===== src/rtl/axum_ctx_mover.sv =====
// axum_ctx_mover
//
// Second bus initiator that copies a whole register context between the
// memory-mapped register-file window and system memory, one register per
// bus beat. A save reads the register file and writes memory. A restore
// reads memory and writes the register file. Only one beat is outstanding
// at a time: each register costs one read and one write.
//
// Ports
//   clk_i, rst_i          clock, synchronous active-high reset
//   cmd_valid_i/ready_o   command handshake (ready only while idle)
//   cmd_save_i            1 = save (RF -> mem), 0 = restore (mem -> RF)
//   cmd_ctx_i             register context selected in the RF map window
//   cmd_mem_addr_i        word-aligned memory base of the context image
//   busy_o                transfer in progress
//   done_o, err_o         one-cycle completion pulse with error status
//   m_req_o .. m_wdata_o  bus request side (one-cycle request per beat)
//   m_rvalid_i .. m_err_i bus response side
module axum_ctx_mover #(
    parameter int unsigned             AddressWidth  = 32,
    parameter int unsigned             DataWidth     = 32,
    parameter logic [AddressWidth-1:0] RfMapBase     = 32'h0001_0000,
    parameter int unsigned             FirstReg      = 1,
    parameter int unsigned             LastReg       = 31,
    parameter int unsigned             TimeoutCycles = 255
) (
    input  logic                      clk_i,
    input  logic                      rst_i,
    input  logic                      cmd_valid_i,
    output logic                      cmd_ready_o,
    input  logic                      cmd_save_i,
    input  logic [1:0]                cmd_ctx_i,
    input  logic [AddressWidth-1:0]   cmd_mem_addr_i,
    output logic                      busy_o,
    output logic                      done_o,
    output logic                      err_o,
    output logic                      m_req_o,
    output logic [AddressWidth-1:0]   m_addr_o,
    output logic                      m_we_o,
    output logic [DataWidth/8-1:0]    m_be_o,
    output logic [DataWidth-1:0]      m_wdata_o,
    input  logic                      m_rvalid_i,
    input  logic [DataWidth-1:0]      m_rdata_i,
    input  logic                      m_err_i
);

    localparam logic [2:0] StIdle   = 3'd0;
    localparam logic [2:0] StRdReq  = 3'd1;
    localparam logic [2:0] StRdWait = 3'd2;
    localparam logic [2:0] StWrReq  = 3'd3;
    localparam logic [2:0] StWrWait = 3'd4;
    localparam logic [2:0] StDone   = 3'd5;

    localparam int unsigned TmoWidth = $clog2(TimeoutCycles + 1);

    localparam logic [4:0]          FirstIdx = 5'(FirstReg);
    localparam logic [4:0]          LastIdx  = 5'(LastReg);
    localparam logic [TmoWidth-1:0] TmoLimit = TmoWidth'(TimeoutCycles);

    logic [2:0]              state_q, state_d;
    logic                    save_q,  save_d;
    logic [1:0]              ctx_q,   ctx_d;
    logic [AddressWidth-1:0] base_q,  base_d;
    logic [4:0]              idx_q,   idx_d;
    logic [DataWidth-1:0]    data_q,  data_d;
    logic [TmoWidth-1:0]     tmo_q,   tmo_d;
    logic                    err_q,   err_d;

    logic [AddressWidth-1:0] rf_addr;
    logic [AddressWidth-1:0] mem_addr;
    logic [AddressWidth-1:0] src_addr;
    logic [AddressWidth-1:0] dst_addr;
    logic [TmoWidth-1:0]     tmo_inc;

    // The RF window is 1kB aligned, so OR-ing in {ctx, idx, 2'b00} is an
    // add. The memory image is packed from FirstReg upward and wraps at 2^32.
    always_comb begin
        rf_addr  = RfMapBase | AddressWidth'({ctx_q, idx_q, 2'b00});
        mem_addr = base_q + (AddressWidth'(idx_q - FirstIdx) << 2);
        src_addr = save_q ? rf_addr  : mem_addr;
        dst_addr = save_q ? mem_addr : rf_addr;
        tmo_inc  = tmo_q + TmoWidth'(1);
    end

    // Sequencer. A response is checked before the timeout, so an rvalid
    // in the last allowed wait cycle still counts.
    always_comb begin
        state_d = state_q;
        save_d  = save_q;
        ctx_d   = ctx_q;
        base_d  = base_q;
        idx_d   = idx_q;
        data_d  = data_q;
        tmo_d   = tmo_q;
        err_d   = err_q;

        case (state_q)
            StIdle: begin
                if (cmd_valid_i) begin
                    save_d  = cmd_save_i;
                    ctx_d   = cmd_ctx_i;
                    base_d  = cmd_mem_addr_i & ~AddressWidth'(3);
                    idx_d   = FirstIdx;
                    err_d   = 1'b0;
                    state_d = StRdReq;
                end
            end
            StRdReq: begin
                tmo_d   = '0;
                state_d = StRdWait;
            end
            StRdWait: begin
                if (m_rvalid_i) begin
                    if (m_err_i) begin
                        err_d   = 1'b1;
                        state_d = StDone;
                    end else begin
                        data_d  = m_rdata_i;
                        state_d = StWrReq;
                    end
                end else if (tmo_inc == TmoLimit) begin
                    err_d   = 1'b1;
                    state_d = StDone;
                end else begin
                    tmo_d = tmo_inc;
                end
            end
            StWrReq: begin
                tmo_d   = '0;
                state_d = StWrWait;
            end
            StWrWait: begin
                if (m_rvalid_i) begin
                    if (m_err_i) begin
                        err_d   = 1'b1;
                        state_d = StDone;
                    end else if (idx_q == LastIdx) begin
                        state_d = StDone;
                    end else begin
                        idx_d   = idx_q + 5'd1;
                        state_d = StRdReq;
                    end
                end else if (tmo_inc == TmoLimit) begin
                    err_d   = 1'b1;
                    state_d = StDone;
                end else begin
                    tmo_d = tmo_inc;
                end
            end
            StDone: begin
                state_d = StIdle;
            end
            default: begin
                state_d = StIdle;
            end
        endcase
    end

    always_ff @(posedge clk_i) begin
        if (rst_i) begin
            state_q <= StIdle;
            save_q  <= 1'b0;
            ctx_q   <= 2'd0;
            base_q  <= '0;
            idx_q   <= 5'd0;
            data_q  <= '0;
            tmo_q   <= '0;
            err_q   <= 1'b0;
        end else begin
            state_q <= state_d;
            save_q  <= save_d;
            ctx_q   <= ctx_d;
            base_q  <= base_d;
            idx_q   <= idx_d;
            data_q  <= data_d;
            tmo_q   <= tmo_d;
            err_q   <= err_d;
        end
    end

    // Outputs decode straight from state. Address and data are held at
    // zero outside request cycles, so the bus stays quiet while idle.
    always_comb begin
        cmd_ready_o = (state_q == StIdle);
        busy_o      = (state_q != StIdle);
        done_o      = (state_q == StDone);
        err_o       = (state_q == StDone) && err_q;
        m_req_o     = (state_q == StRdReq) || (state_q == StWrReq);
        m_we_o      = (state_q == StWrReq);
        m_be_o      = '1;
        m_addr_o    = '0;
        m_wdata_o   = '0;
        if (state_q == StRdReq) begin
            m_addr_o = src_addr;
        end else if (state_q == StWrReq) begin
            m_addr_o  = dst_addr;
            m_wdata_o = data_q;
        end
    end

endmodule

===== config.mk =====
export PLATFORM = sky130hd
export DESIGN_NAME = axum_ctx_mover
export DESIGN_NICKNAME = d
export VERILOG_FILES = /design/src/rtl/axum_ctx_mover.sv
export SDC_FILE = /design/constraint.sdc
export NUM_CORES = 1
export LEC_CHECK = 0
export BUFFER_PORTS_ARGS = -buffer_cell sky130_fd_sc_hd__clkbuf_2
export CORE_MARGIN = 10
export CORE_UTILIZATION = 58
export CTS_BUF_LIST = sky130_fd_sc_hd__clkbuf_16
export DETAILED_ROUTE_END_ITERATION = 10
export PLACE_DENSITY = 0.87
export SLEW_MARGIN = 20
export SYNTH_ARGS = -nofsm -noshare
export SYNTH_HDL_FRONTEND = slang
export SYNTH_SLANG_ARGS = --single-unit

===== constraint.sdc =====
create_clock -name clk_i -period 10.6 [get_ports clk_i]
set_input_delay 1.06 -clock clk_i [delete_from_list [all_inputs] [get_ports clk_i]]
set_output_delay 1.06 -clock clk_i [all_outputs]
set_load 0.05 [all_outputs]

# Word level (Yosys, flattened, before mapping)
# Index checks and enable logic that the tools add are counted.
[totals]
elab_cells = 69
regBits = 82
[classes]
n_eq_ne = 15
n_reduce_logical = 14
bitwise = 1
add_sub_neg = 4
n_mux = 27
[op_table]
columns = ["cell", "n"]
rows = [
  ["two-way mux 32 bit", 6],
  ["adder 32 bit", 1],
  ["two-way mux 3 bit", 7],
  ["two-way mux 5 bit", 4],
  ["two-way mux 8 bit", 2],
  ["case mux 8 bit (2 select lines)", 1],
  ["case mux 3 bit (5 select lines)", 1],
  ["!= test 2 bit (second input constant)", 6],
  ["case mux 5 bit (2 select lines)", 1],
  ["adder 8 x 1 -> 8 bit (second input constant)", 1],
  ["equality test 8 bit (second input constant)", 1],
  ["equality test 3 x 2 -> 1 bit (second input constant)", 2],
  ["equality test 3 bit (second input constant)", 2],
  ["AND reduction 3 bit", 2],
  ["nonzero test 2 bit", 3],
  ["subtractor 5 x 1 -> 6 bit (second input constant)", 1],
  ["adder 5 x 1 -> 5 bit (second input constant)", 1],
  ["equality test 5 bit (second input constant)", 1],
  ["AND reduction 5 bit", 1],
  ["two-way mux 1 bit", 4],
  ["AND reduction 4 bit", 1],
  ["OR reduction 2 bit", 2],
  ["equality test 3 x 1 -> 1 bit (second input constant)", 1],
  ["logical NOT 3 bit", 1],
  ["other kinds (8)", 8],
]

# Longest topological paths before layout
# Gate-level depths: netlist (run 1).
[depth]
depth_word = 5
depth_mapped = 12
depth_no_buf = 11

# Least setup slack after synthesis (run 1)
# No wires, ideal clock.
[synth_timing]
path_type = "reg2out"
start = "register idx_q[2]"
end = "output m_addr_o[19]"
t_arrival_ns = 5.260
t_required_ns = 9.540
stages_incl_launch_ff = 12
path_slack_ns = 4.280
n_path_buf = 2
cell_sequence = "dfxtp_1 clkbuf_1 or3_1 nor3_1 ha_1 a2111oi_0 o21ai_0 a31o_2 clkbuf_1 o2111ai_1 a21oi_1 nor3b_1"
[synth_via]
elab_chain_cells = 5
elab_cells_between_ends = 6
cone_classes = "add/sub: 2; mux: 4"
[synth_lines]
columns = ["element", "line_no", "rtl"]
rows = [
  ["start, declared", "64", "logic [4:0] idx_q, idx_d;"],
  ["start signal, assigned", "174", "idx_q <= idx_d;"],
  ["subtractor 5 x 1 -> 6 bit *", "79", "mem_addr = base_q + (AddressWidth'(idx_q - FirstIdx) << 2);"],
  ["adder 32 bit *", "79", ""],
  ["two-way mux 32 bit", "81", "dst_addr = save_q ? mem_addr : rf_addr;"],
  ["two-way mux 32 bit", "195", "end else if (state_q == StWrReq) begin"],
  ["two-way mux 32 bit *", "193", "if (state_q == StRdReq) begin"],
  ["end, declared", "38", "output logic [AddressWidth-1:0] m_addr_o,"],
]
# Every way passes the cells marked *; elsewhere a longest branch is shown, timed or not.

# Worst setup path in the final report (run 1)
[layout_timing]
start = "register idx_q[0]"
end = "output m_addr_o[23]"
# The elaborated chain is that of the path after synthesis.

==> out/qor.yml, run 1 <==
status: "finished, final reports clean"
synth_warnings: 0
fin_tns_setup_ns: 0
grt_max_degree: 90
path_max_fanout: 25
hold_class: "flop to flop"
dp.cells: 986
insertion_delay_ns: 0.34
comb_power_share_pct: 38.8
cts_hold_buf: 0
critical_path.cell_chain: "or3_1 > nor3_2 > buf_4 > ha_1 > a2111oi_0 > o21ai_0 > a31o_2 > o211a_1 > o21a_1 > nor3_1 > clkbuf_2"
wirelength_mm: 16.1
fp.dieH_um: 117
cp_slowest_cell: "or3_1"
r2r_setup_slack_ns: 8.11
hpwl_mm: 11.9
place.gp.congestion: 0.936
p_sw_share_pct: 41.2
drt_first_iter_violations: 495
ant_nets: 0
yosys_most_used_dff: "dfxtp_1"
ioPinCount: 146
drtPass1Iterations: 6
crit_arrival_ns: 4.00
root_buffer: "clkbuf_16"
cts_resized: 0
hold_viol_final: 0
final_core_util_pct: 70.2
use_met3_pct: 7.82
syn_area_mm2: 0.00550
clock_tree.buffer_depth: 2
drc: 0
path_class: "flop to primary output"
final_cells: 1002
timing.rr.end: "tmo_q[4]"
grt_setup_unrepaired: "no"
p_int_mw: 0.620
num_antenna_cells: 0
async_flop_share_pct: 0
grt_first_pass_wirelength_mm: 27.0
cts_made_buffers: 9
area_growth_pct: 17.9
max_freq_ghz: 0.198
power_density_mw_per_mm2: 163
worstPathRequired_ns: 9.54
final_common_cell: "nand2_1"
max_cap_violations: 0
grt_usage_pct: 22.4
synth-seq-area-share_pct: 29.8
final_cell_mix: "169 x nand2_1, 137 x clkbuf_2, 106 x a21oi_1"
vias: 5886
yosysTopAreaCell: "dfxtp_1"
p_seq_share_pct: 31.8
setup_ws_ns: 5.54
synth_cell_types: 59
viasPerCell: 5.87
setup_viol: 0
r2r_start: "tmo_q[1]"
cts_tree: "done"
start_kind: "flop"
slew_violations: 0
fin_crit_ns: 5.06
overflow: 0
worst_slew_pin_slew_ns: 1.05
synth_area_leaders: "dfxtp_1 30%, nand2_1 12%, a21oi_1 9.6%, ha_1 7.7%, and3_1 4.4%"
p_clk_share_pct: 29.4
skew_ns: 0.0105
core-area_mm2: 0.00924
core.rowCount: 35
whs_ns: 0.453
use_met1_pct: 24.7
post_cts_buffers: 0
ctsHtreeMaxLevel: 3
syn_inst: 762
p_switching_mw: 0.435
endpoint_kind: "primary output"
fin_crit_sh_pct: 47.7
dieArea_mm2: 0.0138
syn_avg_cell_area_um2: 7.22
wl_per_cell_um: 16.1
ir_worst_vdd_mv: 0.0785
p_leak_nw: 2.96
initial_utilization_pct: 59.6
crit_path_end: "m_addr_o[23]"
fp.dieW_um: 117
top_usage_layer: "met2"
antenna_found_initial: 0
path_clk_slew_ns: 0.07
critPathMaxStageDelay_ns: 0.45
rr_worst_depth: 7
layout-drive-gt1-share_pct: 19.0
grt_pass1_vias: 5767
place_ws_ns: 5.95
synth_edf_count: 0
yosysTopAreaCellShare_pct: 29.8
clock_sinks: 82
met2_usage_pct: 39.4
ys_seq_elements: 82
port-buffer-count: 137
startpoint: "idx_q[0]"
slew-limit-headroom_pct: 29.8
final_nets: 975
==> sequential cells by signal, indices dropped and copies added (netlist names) <==
signal   cells
data_q      32
base_q      30
tmo_q        8
idx_q        5
state_q      3
ctx_q        2
err_q        1
save_q       1
==> synthesized netlist by cell type (5+ instances only) <==
cell and instances:
nor3b_1 6, nor2b_1 8, nor3_1 25, and3_1 39
xnor2_1 12, or3_1 8, o21ai_0 19, a21oi_1 106
nor2_1 35, ha_1 34, clkbuf_1 42, nand2b_1 10
o2111ai_1 6, inv_1 16, buf_4 6, o21a_1 14
xor2_1 9, nand2_1 170, and2_1 9, nand3_1 13
a21o_1 8, dfxtp_1 82, a31oi_1 5, a221o_1 5
a211oi_1 8, nand4_1 8
==> cell families after synthesis <==
logic type | count (synthesis) | share of synthesized area (%)
buf+inv | 67 | 5.00
mux | 4 | 0.728
compound gates | 206 | 23.3
flops | 82 | 29.8
xor+xnor | 21 | 3.34
simple gates | 345 | 29.6
fa+ha+maj | 35 | 8.09
other cells | 2 | 0.136
==> worst max-delay path: cells and delay by family, from the launching register on <==
family,cells,cell delay [ns]
AOI/OAI and AO/OA,5,1.44
DFF,1,0.36
buffers and inverters,2,0.67
and+or+nand+nor,3,0.82
adders and majority gates,1,0.37
==> through the flow <==
stage,total power [mW],area [um2]
final,1.05,6490
after global routing,1.11,6490
after CTS,1.06,6480
after detailed placement,0.744,6190
after global placement,0.732,6190
after floorplan,0.653,5520
==> layout make-up <==
class	count	area (um2)
well taps	129	161
clock inverters	7	65.1
flip-flops and latches	82	1640
repair buffers	141	716
clock buffers	9	225
fillers	792	2750
multi-input cells	617	3610
inverters	17	63.8
==> worst min-delay path by stage <==
stage | to | cells after the start | from
after floorplan | ctx_q[1] | 2 | ctx_q[1]
after global placement | data_q[7] | 2 | data_q[7]
after detailed placement | data_q[2] | 2 | data_q[2]
after CTS | data_q[2] | 2 | data_q[2]
after global routing | data_q[6] | 2 | data_q[6]
final | data_q[4] | 2 | data_q[4]
==> power by group through the flow <==
stage          clock network, mW  registers (mW)  logic (mW)
4_1_cts                    0.316           0.336       0.404
6_report                   0.310           0.336       0.409
3_3_place_gp                   0           0.342       0.390
3_5_place_dp                   0           0.343       0.401
5_1_grt                    0.328           0.338       0.448
2_1_floorplan                  0           0.335       0.318
==> layer usage <==
metal	vias to the layer above	routed length, um
met5	-	0
met4	0	325
met3	39	1460
met2	254	8090
met1	2705	6280
li1	2888	-
No activity file was read; power rests on OpenSTA's default activity.
==> run 2: changes to the inputs <==
--- a/config.mk
+++ b/config.mk
@@ -5,12 +5,13 @@
 export SDC_FILE = /design/constraint.sdc
 export NUM_CORES = 1
 export LEC_CHECK = 0
+export ABC_AREA = 1
 export BUFFER_PORTS_ARGS = -buffer_cell sky130_fd_sc_hd__clkbuf_2
 export CORE_MARGIN = 10
-export CORE_UTILIZATION = 58
+export CORE_UTILIZATION = 54
 export CTS_BUF_LIST = sky130_fd_sc_hd__clkbuf_16
 export DETAILED_ROUTE_END_ITERATION = 10
-export PLACE_DENSITY = 0.87
+export PLACE_DENSITY = 0.81
 export SLEW_MARGIN = 20
 export SYNTH_ARGS = -nofsm -noshare
 export SYNTH_HDL_FRONTEND = slang
==> constraint.sdc (replaced) <==
create_clock -name clk_i -period 4.7 [get_ports clk_i]
set_input_delay 0.47 -clock clk_i [delete_from_list [all_inputs] [get_ports clk_i]]
set_output_delay 0.47 -clock clk_i [all_outputs]
set_load 0.05 [all_outputs]
==> out/qor.yml, run 2 <==
clock_sinks: 82  # unchanged
final_cell_area_mm2: 0.00667  # was 0.00649 mm2
synth_common_cells: "220 x nand2_1, 126 x a21oi_1, 114 x nor2_1"  # was 170 x nand2_1, 106 x a21oi_1, 82 x dfxtp_1
path_class: "flop to primary output"  # unchanged
hpwl_mm: 12.4  # was 11.9 mm
max_cap_violations: 0  # unchanged
drtPass1Iterations: 5  # was 6
syn_area_mm2: 0.00568  # was 0.00550 mm2
hold_class: "input pin to flop"  # was flop to flop
critPathMaxStageDelay_ns: 0.39  # was 0.45 ns
p_leak_nw: 3.22  # was 2.96 nW
final_cell_mix: "220 x nand2_1, 137 x clkbuf_2, 126 x a21oi_1"  # was 169 x nand2_1, 137 x clkbuf_2, 106 x a21oi_1
place_area_mm2: 0.00638  # was 0.00619 mm2
r2r_start: "state_q[1]"  # was tmo_q[1]
min_path_cells: 3  # was 2
core-area_mm2: 0.0103  # was 0.00924 mm2
p_sw_share_pct: 56.1  # was 41.2%
slew_violations: 0  # unchanged
grt_setup_unrepaired: "no"  # unchanged
slew-limit-headroom_pct: 33.8  # was 29.8%
worst_slew_pin_slew_ns: 0.992  # was 1.05 ns
place.gp.congestion: 0.960  # was 0.936
fin_tns_setup_ns: 0  # unchanged
top_regs: "data_q (32), base_q (30), tmo_q (8)"  # unchanged
cp_slowest_cell: "inv_1"  # was or3_1
whs_ns: 0.347  # was 0.453 ns
status: "finished, final reports clean"  # unchanged
regArea_mm2: 0.00164  # about the same
skew_ns: 0.00457  # was 0.0105 ns
grt_max_degree: 65  # was 90
largest_reg_flops: 32  # unchanged
p_seq_share_pct: 20.4  # was 31.8%
cts_tree: "done"  # unchanged
clock_tree.buffer_depth: 2  # unchanged
fin_crit_ns: 3.98
synth.most_common_cell: "nand2_1"  # unchanged
initial_utilization_pct: 55.2  # was 59.6%
fin_crit_sh_pct: 84.8
wl_per_cell_um: 13.6  # was 16.1 um
start_kind: "flop"  # unchanged
cts_made_buffers: 9  # unchanged
final_nets: 1140  # was 975
post_cts_buffers: 0  # unchanged
crit_arrival_ns: 3.51  # was 4.00 ns
fillers: 979  # was 792
drc: 0  # unchanged
final_cells: 1174  # was 1002
p_int_mw: 1.98  # was 0.620 mW
path_buf_inv: 3  # was 2
worstPathRequired_ns: 4.23  # was 9.54 ns
p_clk_share_pct: 14.8  # was 29.4%
synth_cell_types: 41  # was 59
antenna_found_initial: 0  # unchanged
hold_viol_final: 0  # unchanged
timing.rr.end: "base_q[8]"  # was tmo_q[4]
area_growth_pct: 17.4  # was 17.9%
yosys_most_used_dff: "dfxtp_1"  # unchanged
wirelength_mm: 15.9  # was 16.1 mm
grt_first_pass_wirelength_mm: 25.9  # was 27.0 mm
min_from: "cmd_mem_addr_i[29]"  # was data_q[4]
fp.dieW_um: 123  # was 117 um
yosysTopAreaCell: "dfxtp_1"  # unchanged
cts_hold_buf: 0  # unchanged
dp.cells: 1158  # was 986
vias: 6018  # was 5886
core.rowCount: 37  # was 35
path_max_fanout: 13  # was 25
num_antenna_cells: 0  # unchanged
viasPerCell: 5.13  # was 5.87
fp.dieH_um: 123  # was 117 um
rr_worst_depth: 8  # was 7
ant_nets: 0  # unchanged
ioPinCount: 146  # unchanged
insertion_delay_ns: 0.34  # about the same
drt_first_iter_violations: 386  # was 495
ir_worst_vdd_mv: 0.361  # was 0.0785 mV
holdPathEnd: "base_q[29]"  # was data_q[4]
ctsHtreeMaxLevel: 3  # unchanged
port-buffer-count: 137  # unchanged
grt_usage_pct: 20.8  # was 22.4%
yosysTopAreaCellShare_pct: 28.9  # was 29.8%
multi_input_area_mm2: 0.00342  # was 0.00361 mm2
final_common_cell: "nand2_1"  # unchanged
path_clk_slew_ns: 0.06  # was 0.07 ns
root_buffer: "clkbuf_16"  # unchanged
comb_power_share_pct: 64.8  # was 38.8%
syn_inst: 911  # was 762
layout-drive-gt1-share_pct: 17.2  # was 19.0%
r2r_setup_slack_ns: 2.54  # was 8.11 ns
regMostFlops: "data_q"  # unchanged
endpoint_kind: "primary output"  # unchanged
async_flop_share_pct: 0  # unchanged
max_freq_ghz: 0.251
power_density_mw_per_mm2: 677  # was 163 mW/mm2
dieArea_mm2: 0.0150  # was 0.0138 mm2
ys_seq_elements: 82  # unchanged
synth-seq-area-share_pct: 28.9  # was 29.8%
overflow: 0  # unchanged
p_switching_mw: 2.53  # was 0.435 mW
syn_avg_cell_area_um2: 6.23  # was 7.22 um2
setup_viol: 0  # unchanged
critical_path.cell_chain: "nor3_1 > nand3_1 > inv_1 > buf_4 > ha_1 > nand2_1 > nor2_1 > nand2_1 > nor3_1 > nand2_1 > nand4_1 > nand2_1 > nor2_1 > clkbuf_2"  # was or3_1 > nor3_2 > buf_4 > ha_1 > a2111oi_0 > o21ai_0 > a31o_2 > o211a_1 > o21a_1 > nor3_1 > clkbuf_2
final_core_util_pct: 64.9  # was 70.2%
synth_area_leaders: "dfxtp_1 29%, nand2_1 15%, a21oi_1 11%, nor2_1 7.5%, ha_1 7.5%"  # was dfxtp_1 30%, nand2_1 12%, a21oi_1 9.6%, ha_1 7.7%, and3_1 4.4%
synth_edf_count: 0  # unchanged
cts_resized: 0  # unchanged
synth_warnings: 0  # unchanged
cpLargestDelayFamily: "simple AND/OR/NAND/NOR gates"  # was compound AO/OA/AOI/OAI gates
crit_top_cell: "nand2_1"
grt_pass1_vias: 5547  # was 5767
## run 2: cell types whose count changed in the layout (fill, tap and decap cells not counted), moves of 20 or more
cell,before,now
o21ai_0,19,64
and3_1,39,0
nand2_1,169,220
nand3_1,13,38
nor2_1,35,114
a21oi_1,106,126
inv_1,16,110
## run 2: stage by stage
stage                     setup slack, ns  power, mW
after floorplan                      1.00       3.23
after global placement               1.14       3.81
after detailed placement             1.09       3.83
after CTS                           0.707       4.51
after global routing                0.402       4.88
final                               0.716       4.51
## run 2: final cells by class
cell class / count / share of cell area, %
flip-flops and latches: 82 / 24.6
repair buffers: 141 / 10.7
clock buffers: 9 / 3.38
multi-input cells: 683 / 51.3
clock inverters: 7 / 0.845
inverters: 116 / 6.53
well taps: 136 / 2.55
## run 2: power groups by stage
| stage | clock [mW] | combinational (mW) | sequential (mW) |
|---|---|---|---|
| 2_1_floorplan | 0 | 2.32 | 0.908 |
| 3_3_place_gp | 0 | 2.88 | 0.931 |
| 3_5_place_dp | 0 | 2.90 | 0.933 |
| 4_1_cts | 0.677 | 2.91 | 0.919 |
| 5_1_grt | 0.702 | 3.24 | 0.940 |
| 6_report | 0.669 | 2.92 | 0.921 |
## run 2: cells by family (layout without fill, tap and decap cells)
| family | after synthesis | in the layout | synth area share, % |
|---|---|---|---|
| buf+inv | 150 | 273 | 11.1 |
| simple gates | 415 | 415 | 30.5 |
| fa+ha+maj | 35 | 35 | 7.85 |
| compound gates | 217 | 217 | 20.0 |
| flops | 82 | 82 | 28.9 |
| other cells | 2 | 6 | 0.132 |
| xor+xnor | 10 | 10 | 1.54 |
## run 2: worst reg2reg max path, cell delays in order, from the launching register on
cell and delay (ns):
dfxtp_1 0.38, nor2_2 0.13, inv_2 0.06, nor2_2 0.11, nand2_1 0.06, buf_4 0.26
inv_1 0.76, nand2_1 0.14, a21oi_1 0.18
## run 2: metal layers
layer,GRT usage [%],part of all wire [%],up-vias
met2,31.8,43,195
met4,6.48,1.7,0
li1,-,-,3191
met5,0,0,-
met1,26.9,46,2610
met3,7.58,9.4,22
## run 2: worst max-delay path by stage
stage / from / endpoint / depth (start not counted)
3_5_place_dp: idx_q[1] / m_addr_o[27] / 14
6_report: idx_q[1] / m_addr_o[27] / 14
5_1_grt: idx_q[1] / m_addr_o[27] / 14
4_1_cts: idx_q[1] / m_addr_o[27] / 14
2_1_floorplan: idx_q[1] / m_addr_o[16] / 11
3_3_place_gp: idx_q[1] / m_addr_o[27] / 14
